==> config.mk <==
export PLATFORM = sky130hd
export DESIGN_NAME = wb_rr_arbiter
export DESIGN_NICKNAME = d
export VERILOG_FILES = /design/src/rtl/wb_rr_arbiter.sv
export SDC_FILE = /design/constraint.sdc
export NUM_CORES = 1
export LEC_CHECK = 0
export CORE_AREA = 4 4 166 168
export CTS_BUF_LIST = sky130_fd_sc_hd__clkbuf_4
export CTS_CLUSTER_SIZE = 25
export DETAILED_ROUTE_END_ITERATION = 16
export DIE_AREA = 0 0 170 172
export HOLD_SLACK_MARGIN = 0.1
export PLACE_DENSITY = 0.46
export SYNTH_ARGS = -nofsm -noshare
export SYNTH_HDL_FRONTEND = slang
export SYNTH_HIERARCHICAL = 1
export SYNTH_SLANG_ARGS = --single-unit
==> constraint.sdc <==
create_clock -name clk -period 1.9 [get_ports clk]
set_input_delay 0.285 -clock clk [delete_from_list [all_inputs] [get_ports clk]]
set_output_delay 0.285 -clock clk [all_outputs]
set_load 0.02 [all_outputs]
==> src/rtl/wb_rr_arbiter.sv <==
// wb_rr_arbiter -- N-master to one-slave Wishbone B4 classic arbiter.
//
// Round-robin grant among masters raising CYC; the winner keeps the bus for
// its whole CYC (bursts / RMW), then the pointer moves to the next index.
// Slave ACK/ERR are routed combinationally to the owner; ERR beats ACK.
//
// Optional build macro: WB_ARB_TIMEOUT_EN -- adds a watchdog that errors out
// a strobe the slave has not answered within TIMEOUT_CYCLES cycles.
//
// Ports:
//   clk, rst          clock, asynchronous active-low reset
//   m_cyc/stb/we      per-master controls              [N_MASTERS]
//   m_adr/sel/dat_w   packed per-master request fields
//   m_dat_r           slave read data broadcast to all masters
//   m_ack/m_err       per-master responses (owner only)
//   s_*               slave-side bus
//   gnt, busy         current owner index, bus-owned flag

module wb_rr_arb_lane #(
  parameter int GW   = 2,
  parameter int LANE = 0
) (
  input  logic          busy,
  input  logic [GW-1:0] gnt,
  input  logic          ack_bit,
  input  logic          err_bit,
  output logic          ack,
  output logic          err
);
  logic own;
  assign own = busy & (gnt == GW'(LANE));
  assign ack = own & ack_bit;
  assign err = own & err_bit;
endmodule

module wb_rr_arbiter #(
  parameter  int N_MASTERS      = 4,
  parameter  int ADDR_W         = 32,
  parameter  int DATA_W         = 32,
  parameter  int TIMEOUT_CYCLES = 255,
  localparam int SEL_W          = DATA_W / 8,
  localparam int GW             = (N_MASTERS > 1) ? $clog2(N_MASTERS) : 1
) (
  input  logic                          clk,
  input  logic                          rst,
  input  logic [N_MASTERS-1:0]          m_cyc,
  input  logic [N_MASTERS-1:0]          m_stb,
  input  logic [N_MASTERS-1:0]          m_we,
  input  logic [N_MASTERS*ADDR_W-1:0]   m_adr,
  input  logic [N_MASTERS*SEL_W-1:0]    m_sel,
  input  logic [N_MASTERS*DATA_W-1:0]   m_dat_w,
  output logic [DATA_W-1:0]             m_dat_r,
  output logic [N_MASTERS-1:0]          m_ack,
  output logic [N_MASTERS-1:0]          m_err,
  output logic                          s_cyc,
  output logic                          s_stb,
  output logic                          s_we,
  output logic [ADDR_W-1:0]             s_adr,
  output logic [SEL_W-1:0]              s_sel,
  output logic [DATA_W-1:0]             s_dat_w,
  input  logic [DATA_W-1:0]             s_dat_r,
  input  logic                          s_ack,
  input  logic                          s_err,
  output logic [GW-1:0]                 gnt,
  output logic                          busy
);

  if (N_MASTERS < 2 || (DATA_W % 8) != 0 || TIMEOUT_CYCLES < 2) begin : g_param_chk
    $error("wb_rr_arbiter: illegal parameter set");
  end

  typedef enum logic {IDLE, OWNED} state_t;

  state_t        state_q, state_d;
  logic [GW-1:0] gnt_q, gnt_d;
  logic [GW-1:0] ptr_q, ptr_d;

  // Unpacked views of the packed request buses.
  logic [N_MASTERS-1:0][ADDR_W-1:0] adr_a;
  logic [N_MASTERS-1:0][SEL_W-1:0]  sel_a;
  logic [N_MASTERS-1:0][DATA_W-1:0] dat_a;

  for (genvar i = 0; i < N_MASTERS; i++) begin : g_unpack
    assign adr_a[i] = m_adr[i*ADDR_W +: ADDR_W];
    assign sel_a[i] = m_sel[i*SEL_W  +: SEL_W];
    assign dat_a[i] = m_dat_w[i*DATA_W +: DATA_W];
  end

  // Round-robin pick: scan from the highest offset down so the requester
  // closest to ptr (offset 0) is the last to overwrite and wins.
  logic          pick_vld;
  logic [GW-1:0] pick;
  logic [GW:0]   idx;

  always_comb begin
    pick_vld = 1'b0;
    pick     = '0;
    idx      = '0;
    for (int k = N_MASTERS - 1; k >= 0; k--) begin
      idx = {1'b0, ptr_q} + (GW+1)'(k);
      if (idx >= (GW+1)'(N_MASTERS)) idx = idx - (GW+1)'(N_MASTERS);
      if (m_cyc[idx[GW-1:0]]) begin
        pick_vld = 1'b1;
        pick     = idx[GW-1:0];
      end
    end
  end

  always_comb begin
    state_d = state_q;
    gnt_d   = gnt_q;
    ptr_d   = ptr_q;
    case (state_q)
      IDLE: begin
        if (pick_vld) begin
          state_d = OWNED;
          gnt_d   = pick;
        end
      end
      OWNED: begin
        if (!m_cyc[gnt_q]) begin
          state_d = IDLE;
          ptr_d   = (gnt_q == GW'(N_MASTERS - 1)) ? '0 : gnt_q + GW'(1);
        end
      end
      default: state_d = IDLE;
    endcase
  end

  always_ff @(posedge clk or negedge rst) begin
    if (!rst) begin
      state_q <= IDLE;
      gnt_q   <= '0;
      ptr_q   <= '0;
    end else begin
      state_q <= state_d;
      gnt_q   <= gnt_d;
      ptr_q   <= ptr_d;
    end
  end

  assign busy = (state_q == OWNED);
  assign gnt  = gnt_q;

  // Slave-side mux on the registered grant; everything zero while idle.
  // STB is qualified by the owner's CYC so release drops both at once.
  logic s_stb_raw;
  logic wd_fire;

  always_comb begin
    s_cyc     = 1'b0;
    s_stb_raw = 1'b0;
    s_we      = 1'b0;
    s_adr     = '0;
    s_sel     = '0;
    s_dat_w   = '0;
    if (busy) begin
      s_cyc     = m_cyc[gnt_q];
      s_stb_raw = m_cyc[gnt_q] & m_stb[gnt_q];
      s_we      = m_we[gnt_q];
      s_adr     = adr_a[gnt_q];
      s_sel     = sel_a[gnt_q];
      s_dat_w   = dat_a[gnt_q];
    end
  end

  assign s_stb = s_stb_raw & ~wd_fire;

`ifdef WB_ARB_TIMEOUT_EN
  localparam int CNT_W = ($clog2(TIMEOUT_CYCLES) + 1 > 16) ? $clog2(TIMEOUT_CYCLES) + 1 : 16;

  logic [CNT_W-1:0] wd_cnt;

  // Fires in the TIMEOUT_CYCLES-th unanswered strobe cycle; that cycle the
  // strobe is withdrawn from the slave and the owner sees ERR instead.
  assign wd_fire = s_stb_raw & ~s_ack & ~s_err & (wd_cnt == CNT_W'(TIMEOUT_CYCLES - 1));

  always_ff @(posedge clk or negedge rst) begin
    if (!rst)                                             wd_cnt <= '0;
    else if (!s_stb_raw || s_ack || s_err || wd_fire)     wd_cnt <= '0;
    else                                                  wd_cnt <= wd_cnt + CNT_W'(1);
  end
`else
  assign wd_fire = 1'b0;
`endif

  // ERR has priority: a beat answered with both reports only the error.
  logic ack_bit, err_bit;
  assign ack_bit = s_ack & s_stb & ~s_err;
  assign err_bit = (s_err & s_stb) | wd_fire;

  for (genvar i = 0; i < N_MASTERS; i++) begin : g_lane
    wb_rr_arb_lane #(.GW(GW), .LANE(i)) u_lane (
      .busy    (busy),
      .gnt     (gnt_q),
      .ack_bit (ack_bit),
      .err_bit (err_bit),
      .ack     (m_ack[i]),
      .err     (m_err[i])
    );
  end

  // Read data is a straight broadcast, forced to zero while reset is held.
  assign m_dat_r = rst ? s_dat_r : '0;

endmodule

* Word-level counts from Yosys, hierarchy flattened
Cells that the tools add are included.
Storage, ports and cells: flip-flop bits (word level) 5, bits in latches 0, bits in writable memories 0, memory bits (read-only) 0, bits of input ports 320, logic and storage cells 88, memories kept 0
Operators by class: $add $sub $neg 8, multiply operators 0, div/mod/pow operators 0, $lt $le $gt $ge 9, equality and inequality tests 3, shift-type cells 0, mux-type cells 43, bitwise gates (word level) 19, reduce and logical (&&, ||, !) cells 3
Operators by type and width (count):
- $mux 32 | 5
- $bmux 32 s2 | 2
- $mux 2 | 9
- $and 1x1->1 | 16
- $mux 1 | 16
- $lt 2x3->1 const B | 5
- $bmux 1 s2 | 7
- $ge 3x3->1 const B | 3
- $bmux 4 s2 | 1
- $mux 4 | 2
- $sub 2x1->2 const B | 4
- $add 2x2->3 const B | 2
- $eq 2x2->1 const B | 2
- $reduce_and 2->1 | 2
- $add 2x1->3 const B | 1
- $ge 2x3->1 const B | 1
- $not 1->1 | 3
- $add 2x1->2 const B | 1
- $eq 2x1->1 const B | 1
- $logic_not 2->1 | 1
- $pmux 1 s2 | 1

* Longest topological paths before layout
depth after elaboration 11, mapped depth 5

* Hierarchy
Netlist, hierarchy kept.
Modules (own cells, without submodules):
- wb_rr_arbiter | instances 1, cells an instance 234, area each 2735.1 sq um, seq. area each 125.1 sq um
- wb_rr_arb_lane at g_lane[1].u_lane ... | instances 2, cells an instance 2, area each 20.0 sq um, seq. area each 0.0 sq um
- wb_rr_arb_lane at g_lane[0].u_lane | instances 1, cells an instance 2, area each 25.0 sq um, seq. area each 0.0 sq um
- wb_rr_arb_lane at g_lane[3].u_lane | instances 1, cells an instance 2, area each 17.5 sq um, seq. area each 0.0 sq um

* Worst setup path after synthesis
No wires, ideal clock.
path type register -> output, start register gnt_q[0], in the netlist gnt[0], end output m_ack[0], arrival 1852 ps, data required time 1615 ps, slack -237 ps, stages on the path, launching flop included 5, cell sequence dfrtp_1 mux4_2 and3_1 and3b_1 and4bb_2
Between the ends: word-level cells in the longest chain between the ends 7, elaborated cells between the ends (all ways) 11
Ends and longest elaborated chain:
- from (decl) | line 75 | logic [GW-1:0] gnt_q, gnt_d;
- from (signal assigned) | line 137 | gnt_q <= gnt_d;
- $bmux 1 s2 | line 159 | s_stb_raw = m_cyc[gnt_q] & m_stb[gnt_q];
- $mux 1 (not written as such) | line 159
- $and 1x1->1 (*) | line 159
- $mux 1 (*) | line 157 | if (busy) begin
- via s_stb | line 56 | output logic s_stb,
- $and 1x1->1 (*) (2 in series) | line 189 | assign ack_bit = s_ack & s_stb & ~s_err;
- via ack_bit | line 188 | logic ack_bit, err_bit;
- $and 1x1->1 (*) | line 32 | assign ack = own & ack_bit;
- to (decl) | line 53 | output logic [N_MASTERS-1:0] m_ack,
Mark *: on every way through the listed nets, which the timed path passes. The rest lies on a longest branch. The select of a mux whose other input is x is not followed.

* Worst setup path in the final report
start register gnt_q[1], in the netlist gnt[1], end output m_ack[0]
Between the ends: word-level cells in the longest chain between the ends 7, elaborated cells between the ends (all ways) 11
Ends and longest elaborated chain (line):
- $bmux 1 s2 | 159
- $mux 1 (not written as such) | 159
- $and 1x1->1 (*) | 159
- $mux 1 (*) | 157
- $and 1x1->1 (*) (2 in series) | 189
- via ack_bit | 188
- $and 1x1->1 (*) | 32
Marks and branches as above.

==> impl_results.md <==
* Fraction of final layout cells sized beyond drive strength 1 at 38.4%
* CP cell instances: mux4_2 -> and3_4 -> and3b_2 -> and4bb_2 -> buf_6
* Tmin final at 2390 ps
* Detail Route Antenna Nets at 0
* Area grow syn2layout at 194%
* Slowest Stage Delay on Critical Path at 570 ps
* Run status: complete, but fails checks
* Slew @ Worst Pin at 511 ps
* Starting density of the core at 10.9%
* Commonest cells post-synth: and2_1, mux4_2, clkbuf_1
* Register bit total from synthesis at 5
* Worst path slowest cell: mux4_2
* IO Pins at 434
* Final Worst Setup Slack at -490 ps
* Synth area leader: mux4_2
* Flop-to-flop setup slack at 20 ps
* CTS root buffer: clkbuf_4
* Max Slew Vio Count at 0
* Vias per cell at 4.00
* First-pass GRT wire length at 28800 um
* Fmax achieved at 418 MHz
* Crit end category: primary output
* Hold Vio Cnt, Final at 0
* Mapped Cells at 242
* Clk_lat worst skew at 240 ps
* Post-route cell area at 8300 um^2
* Synth cell types at 27
* Routed WL at 20700 um
* Core Area at 25900 um^2
* Failing checks: setup timing
* Iter 0 DRT Violations at 99
* Main synth FF type: dfrtp_1
* Die width at 170 um
* Max-cap violation count at 0
* Mapped cell area at 2820 um^2
* Yosys top cell area share at 56.7%
* Die Y at 172 um
* RSZ-0062 raised after global routing: yes
* Slew HR at 66.0%
* HP Class: input port to asynchronous set/reset pin
* Router iterations before antenna repair at 5
* Post-synth EDFFs at 0
* Seq/Total Area, Yosys at 4.44%
* Htree depth at 1
* Gpl congestion at 0.870
* Syn Nets at 563
* Routed WL per cell at 19.8 um
* CP Data Arrival Time at 2110 ps
* Asr flop ratio synth at 100%
* Skew final at 1.65 ps
* Avg Inst Size Synth at 11.6 um^2
* # DRC at 0
* Placement Cell Area at 7620 um^2
* Pre-CTS setup slack at -926 ps
* Total Routing Usage GR at 12.8%
* CP Class: flip-flop to primary output
* Leak at 3.34 nW
* Critical Path Start Type: flip-flop
* Vias at 4184
* Max Root-Sink Buffers at 2
* Clk sinks at 5
* Row count at 59
* Initial antenna violation count at 1
* Vias in the first global route at 4667
* DPL Wire Length at 17000 um
* Required @ worst endpoint at 1620 ps
* Yosys warnings at 6
* CTS tree: done
* Critical-path maximum fanout at 4
* Port Buf Inserts at 433
* Final setup vio count at 78
* Worst VDD drop at 0.709 mV
* Cell with the most instances after synthesis: and2_1
* Layout Nets at 1031
* Die area at 29200 um^2
* Worst-path clk slew at 40 ps
* Largest net degree at the start of global routing at 44
* CTS Buf Count at 3
* Synth area leaders: mux4_2, and2_1, dfrtp_1
* Power Density at 1190 nW/um^2
* Congestion Overflow GR at 0
* Period utilisation layout at 126%
==> report_power, final <==
| part | switching [mW] | internal (mW) | total (mW) | leakage, nW |
|---|---|---|---|---|
| Combinational | 3.92 | 5.57 | 9.50 | 3.26 |
| Sequential | 0.101 | 0.177 | 0.279 | 0.0555 |
| Clock | 0.0415 | 0.0935 | 0.135 | 0.0184 |
==> layer usage <==
| metal | track usage [%] | vias up | share of wire, % |
|---|---|---|---|
| met5 | 0 | - | 0 |
| met1 | 14.1 | 2055 | 35 |
| met4 | 2.50 | 0 | 1.4 |
| met3 | 2.10 | 12 | 7.1 |
| li1 | - | 1899 | - |
| met2 | 25.6 | 218 | 56 |
==> flip-flops by register name, summed over array words and instances, names as in the netlist <==
register / count
gnt: 2
ptr_q: 2
busy: 1
==> area by class of cell <==
cell class / count / area, um^2
clock buffer: 4 / 30.0
inverter: 2 / 7.51
timing repair buffer: 490 / 5040
antenna: 2 / 5.00
multi-input combinational: 208 / 2660
sequential: 5 / 134
fill: 2662 / 17600
tap: 335 / 419
==> cell families (layout without fill, tap and decap cells) <==
family	after synthesis	in the layout	share of synthesized area [%]
AO/OA/AOI/OAI	10	10	2.44
other	0	2	0
AND/OR/NAND/NOR	121	121	27.8
flip-flops	5	5	4.44
adder cells (fa/ha/maj)	1	1	0.444
buffers and inverters	29	496	6.13
multiplexers	76	76	58.7
==> worst max-delay path: cells and delay by family, from the launching register on <==
| family | cells | cell delay, ps |
|---|---|---|
| muxes | 1 | 570 |
| and+or+nand+nor | 3 | 710 |
| buffers and inverters | 1 | 130 |
| DFF | 1 | 460 |
==> timing repair <==
item	CTS	global route
pin swaps	2	1
resized for setup	484	49
buffers inserted	20	12
hold buffers	0	0
cloned	6	1
endpoints found under the hold margin	0	0
setup endpoints to repair	114	82
==> cell usage in the layout (no fill, tap or decap), types with 2 or more instances in the layout <==
cell / synthesis / layout
diode_2: 0 / 2
nand2b_1: 3 / 2
a21oi_1: 3 / 3
and2_4: 0 / 43
and2_1: 103 / 60
mux2_4: 0 / 2
dlygate4sd2_1: 0 / 35
and4bb_2: 2 / 2
o21ai_0: 3 / 3
nand2_1: 2 / 2
inv_1: 2 / 2
clkbuf_4: 0 / 4
buf_12: 0 / 13
buf_8: 0 / 4
buf_4: 0 / 24
dfrtp_1: 5 / 2
buf_16: 0 / 6
clkdlybuf4s50_1: 0 / 318
and4b_2: 0 / 4
and4_2: 0 / 2
buf_2: 9 / 27
buf_6: 7 / 60
dfrtp_4: 0 / 2
mux4_2: 71 / 71
==> final timing paths <==
path	depth (start not counted)	end	startpoint
min	3	ptr_q[1]$_DFFE_PN0P_	rst
min reg2reg	1	ptr_q[0]$_DFFE_PN0P_	ptr_q[0]$_DFFE_PN0P_
max reg2reg	7	ptr_q[0]$_DFFE_PN0P_	gnt[0]$_DFFE_PN0P_
max	5	m_ack[0]	gnt[1]$_DFFE_PN0P_
min in group clk	1	ptr_q[0]$_DFFE_PN0P_	ptr_q[0]$_DFFE_PN0P_
max in group asynchronous	3	gnt[1]$_DFFE_PN0P_	rst
==> through the flow <==
| step | instances | utilization [%] | hold WS, ps | setup TNS (ps) | power [mW] |
|---|---|---|---|---|---|
| detailed placement | 1003 | 29.4 | 537 | -46580 | 7.96 |
| global placement | 1003 | 29.4 | 533 | -46080 | 7.95 |
| finish | 1046 | 32.0 | 521 | -27450 | 9.91 |
| global route | 1045 | 32.0 | 538 | -33310 | 10.5 |
| CTS | 1033 | 31.0 | 524 | -32030 | 9.42 |
| floorplan | 242 | - | -10.6 | -284 | 4.56 |
No activity file was read; power rests on OpenSTA's default activity.
==> RTL change 1: new RTL, same flow settings <==
Add a define of `WB_ARB_TIMEOUT_EN`.
--- a/src/rtl/wb_rr_arbiter.sv
+++ b/src/rtl/wb_rr_arbiter.sv
@@ -17,2 +17,4 @@
 //   gnt, busy         current owner index, bus-owned flag
+
+`define WB_ARB_TIMEOUT_EN
 
Behaviour: no difference found for any inputs over 10 cycles, from zero or initial values and one cycle with rst low; that may be too few to reach the edited logic, so the function may still have changed.
==> RTL change 1 against the original RTL <==
  * Total power rose by 5.6%
  * Largest power group unchanged
  * Wire length rose by 19%
  * Final area rose by 13%
  * Area after synthesis rose by 26%
  * Count of clock-buffer cells in the layout fell by 1
  * Sequential cell count rose by 16
  * Sequential power rose by 120%
  * The flow still finishes with violations (negative setup slack)
  * Worst setup slack got worse by 0.094 ns
==> RTL change 1: results (changes against the original RTL) <==
Status: finished with violations
Failing checks: negative setup slack
Highest metal layer with signal wires: met5
Met2 Usage GRT: 26.26% (+0.67 points)
Post-CTS setup buffer count: 13 (-35%)
DP HPWL: 21.02 mm (+24%)
Tot GR Track Use: 14.92% (+2.2 points)
Avg WL per Cell: 21.30 µm (+7.5%)
Clock Latency Late Sink: 0.32 ns (+0.08 ns)
Peak supply drop: 0.0004683 V (-34%)
DRT iter0 DRCs: 158 (+60%)
DRT Pass-1 Iters: 4 (-1)
Met3 Track Usage GR: 4.687% (+2.6 points)
Post-Synth XOR/XNOR Area: 3.454% (+3.5 points)
Met3 routed WL: 2.052 mm (+39%)
Dominant cells by area after synthesis: mux4_2 (45%), and2_1 (18%), dfrtp_1 (15%)
Clock transition at the registers of the reported paths: 0.12 ns (+0.08 ns)
Leakage power: 3.660 nW (+9.7%)
Clock net power: 0.236 mW (+75%)
Post-synth cell types: 37 (+37%)
Final setup vio count: 79 (+1.3%)
Register area share after synthesis: 14.80% (+10 points)
Max-slew headroom: 58.61% (-7.3 points)
First-pass GRT wire length: 32.60 mm (+13%)
Placer Congestion: 0.7987 (-8.2%)
Post-place instance area: 8683 µm² (+14%)
Setup TNS: -33.73 ns (-6.279 ns)
Critical path launch point: gnt[0]
Synth top cells by count: and2_1 (102), mux4_2 (71), nor2_1 (25), dfrtp_1 (21), clkbuf_1 (14)
Overall Power: 10.46 mW (+5.6%)
Syn Nets: 646 (+15%)
Crit-path max cell delay: 0.62 ns (+0.05 ns)
Post-synthesis compound-gate area fraction: 2.009% (-0.43 points)
Metal2 WL: 12.61 mm (+8.5%)
Hold_buf cts: 2 (+2)
Post-cts repair resize count: 323 (-33%)
DR vias/cell: 4.123 (+3.1%)
Synth Area in Adders: 1.057% (+0.61 points)
Pre-CTS setup slack: -0.8922 ns (+0.03334 ns)
Hold crit path type: register to register
Delay-heaviest family, CP: multiplexers
PnR worst setup slack: -0.5840 ns (-0.09356 ns)
M1 GR Usage: 18.68% (+4.6 points)
Final #Nets: 1143 (+11%)
Flop pwr share: 5.8% (+3.0 points)
CTS H-Tree Depth: 1 (unchanged)
Pin count of the biggest net entering global routing: 35 (-20%)
Number of antenna-violating nets in the routed design: 0 (unchanged)
Critical Path AT: 2.20 ns (+0.09 ns)
Vias in the first global route: 4894 (+4.9%)
Mapped Cells: 323 (+33%)
Ant diodes: 0 (-2)
Non-filler cells, final: 1154 (+10%)
Antenna violations before repair: 4 (+3)
WL met1: 9.560 mm (+30%)
Internal power: 6.132 mW (+5.0%)
Clk_skew: 0.02295 ns (+0.02130 ns)
Post-synthesis mux area share: 45.65% (-13 points)
Layout cells sized above 1: 38.83% (+0.46 points)
RTL change 1: changes by cell type after synthesis, moves of 4 or more:
cell,delta
nor2_1,+24
dfrtp_1,+16
xnor2_1,+13
buf_6,-5
nand2_1,+5
nand3_1,+5
nor3_1,+5
inv_1,+4
RTL change 1: final timing paths:
check                             to  slack, ns  depth (start not counted)
setup / recovery            m_err[0]      -0.58                          6
hold / removal             wd_cnt[1]       0.54                          2
setup reg to reg           wd_cnt[0]       0.05                          6
hold reg to reg            wd_cnt[1]       0.54                          2
max in group asynchronous       busy       0.78                          3
min in group asynchronous  wd_cnt[2]       0.66                          4
RTL change 1: layout make-up:
type	count	area (µm²)
Fill cell	2646	16530
Inverter	6	22.52
Sequential cell	21	534.3
Multi-Input combinational cell	269	3078
Timing Repair Buffer	519	5301
Clock inverter	1	5.005
Tap cell	335	419.2
Clock buffer	3	22.52
==> RTL change 2: new RTL, config.mk and constraints unchanged <==
Without the edit above. Put a register stage on the output `m_err`. The value now appears one clock later. The other outputs are not delayed to match.
--- a/src/rtl/wb_rr_arbiter.sv
+++ b/src/rtl/wb_rr_arbiter.sv
@@ -67,2 +67,4 @@
 
+  logic [N_MASTERS-1:0] m_err_d;
+
   if (N_MASTERS < 2 || (DATA_W % 8) != 0 || TIMEOUT_CYCLES < 2) begin : g_param_chk
@@ -198,3 +200,3 @@
       .ack     (m_ack[i]),
-      .err     (m_err[i])
+      .err     (m_err_d[i])
     );
@@ -205,2 +207,6 @@
 
+  always_ff @(posedge clk) begin
+    m_err <= m_err_d;
+  end
+
 endmodule
Behaviour: not the same (a bounded check fails within 4 cycles, from zero or initial values and one cycle with rst low).
==> RTL change 2 against the original RTL <==
  * The run still ends with negative setup slack left
  * Synthesized cell count grew 1.7%
  * Count of clock-buffer cells in the layout is the same
  * Sequential cell count grew 4
  * Non-clock buffer count shrank 15
  * Total power shrank 3.4%
  * Via count shrank 1.4%
  * Critical path depth grew 1
  * Wire length shrank 4.1%
  * Worst setup slack lost 0.022 ns
  * Final cell count shrank 1.1%
  * Combinational power shrank 4.7%
  * Clock power grew 26%
  * Area after synthesis grew 5.6%
  * Final area shrank 0.59%
  * Critical path type unchanged
  * Largest power group unchanged
==> RTL change 2: results (changes against the original RTL) <==
Status: finished with violations
Failing checks: negative setup slack
Number of flip-flops in the largest register: 4
DR vias/cell: 3.990 (-0.24%)
Critical path launch point: gnt[0]
Post-synthesis average cell area: 12.10 µm² (+3.9%)
Final #Nets: 1020 (-1.1%)
Synth async-reset ratio: 55.56% (-44 points)
Clock Latency Late Sink: 0.27 ns (+0.03 ns)
Pin count of the biggest net entering global routing: 46 (+4.5%)
Clk network pwr share: 1.8% (+0.4 points)
Worst R2R Path Depth: 9 (+2)
Leakage power: 3.281 nW (-1.6%)
Via Count: 4126 (-1.4%)
R2r setup slk: -0.29 ns (-0.31 ns)
Post-synth cell types: 29 (+7.4%)
Layout cells sized above 1: 35.10% (-3.3 points)
DP HPWL: 16.04 mm (-5.5%)
Register area share after synthesis: 6.894% (+2.5 points)
Met3 routed WL: 1.964 mm (+33%)
Crit path max fanout: 5 (+1)
M1 GR Usage: 12.29% (-1.8 points)
Metal2 WL: 11.07 mm (-4.8%)
Peak supply drop: 0.0007016 V (-1.0%)
Clk_skew: 0.008258 ns (+0.006607 ns)
Clock transition at the registers of the reported paths: 0.07 ns (+0.03 ns)
Sum of routed wire length over all layers: 19.88 mm (-4.1%)
Internal power: 5.616 mW (-3.9%)
Reg2Reg Capture Point: m_err[0]
Final setup vio count: 79 (+1.3%)
Filler cells: 2664 (+0.075%)
Slowest CP cell: dfrtp_4
Met2 Usage GRT: 24.05% (-1.5 points)
DRT iter0 DRCs: 80 (-19%)
Critical Path AT: 2.13 ns (+0.02 ns)
Worst Tran Pin Value: 0.5126 ns (+0.001993 ns)
PnR worst setup slack: -0.5122 ns (-0.02174 ns)
WL met1: 6.397 mm (-13%)
WS Path Type: register to output pin
Root Driver: clkbuf_4
Syn Nets: 567 (+0.71%)
Tot GR Track Use: 12.09% (-0.66 points)
First-pass GRT wire length: 27.37 mm (-5.0%)
Synth top cells by count: and2_1 (103), mux4_2 (68), clkbuf_1 (11), buf_2 (8), buf_12 (7)
Post-place instance area: 7757 µm² (+1.8%)
Crit-path max cell delay: 0.54 ns (-0.03 ns)
Combinational share of power: 94.5% (-1.3 points)
DRT Pass-1 Iters: 4 (-1)
Met3 Track Usage GR: 3.795% (+1.7 points)
## RTL change 2: changes by cell type after synthesis, moves of 3 or more
| cell | change |
|---|---|
| mux4_1 | +3 |
| buf_12 | +7 |
| mux2_2 | +3 |
| buf_6 | -6 |
| mux2_1 | -3 |
| mux4_2 | -3 |
| dfxtp_1 | +4 |
## RTL change 2: cell families (layout without fill, tap and decap cells)
kind of cell	Yosys count	count (layout)	synth area share [%]
multiplexers	76	76	55.95
AO/OA/AOI/OAI	10	10	2.312
AND/OR/NAND/NOR	121	121	26.36
buffers and inverters	29	481	8.071
adder cells (fa/ha/maj)	1	1	0.4203
flip-flops	9	9	6.894
other	0	1	0
## RTL change 2: final cells by class
class	count	area (µm²)	share of cell area, %
antenna	1	2.502	0.03034
multi-input combinational	208	2663	32.29
clock buffer	4	30.03	0.3641
sequential	9	214.0	2.594
inverter	2	7.507	0.09103
timing repair buffer	475	4911	59.55
tap	335	419.2	5.083
## RTL change 2: through the flow
stage | TNS (ns) | hold slack [ns] | power [mW] | setup WS, ns
after detailed placement | -44.86 | 0.5699 | 8.081 | -0.8467
after CTS | -29.96 | 0.3793 | 8.828 | -0.5446
after global routing | -32.56 | 0.3842 | 10.19 | -0.5880
after floorplan | -0.2477 | -0.01059 | 4.868 | -0.07006
final | -25.08 | 0.3810 | 9.572 | -0.5122
after global placement | -43.23 | 0.5529 | 8.061 | -0.8407
## RTL change 2: what timing repair did
item                                    4_1_cts  5_1_grt
gates cloned                                  4        2
setup buffers                                11        2
hold buffers                                  0        0
endpoints found under the setup margin      114       80
pin swaps                                     4        1
resized for setup                           369      110
## RTL change 2: worst max-delay path, delay by kind of cell, from the launching register on
kind / cells / cell delay [ns]
buffers and inverters: 2 / 0.29
flip-flops: 1 / 0.54
AND/OR/NAND/NOR: 3 / 0.68
multiplexers: 1 / 0.36
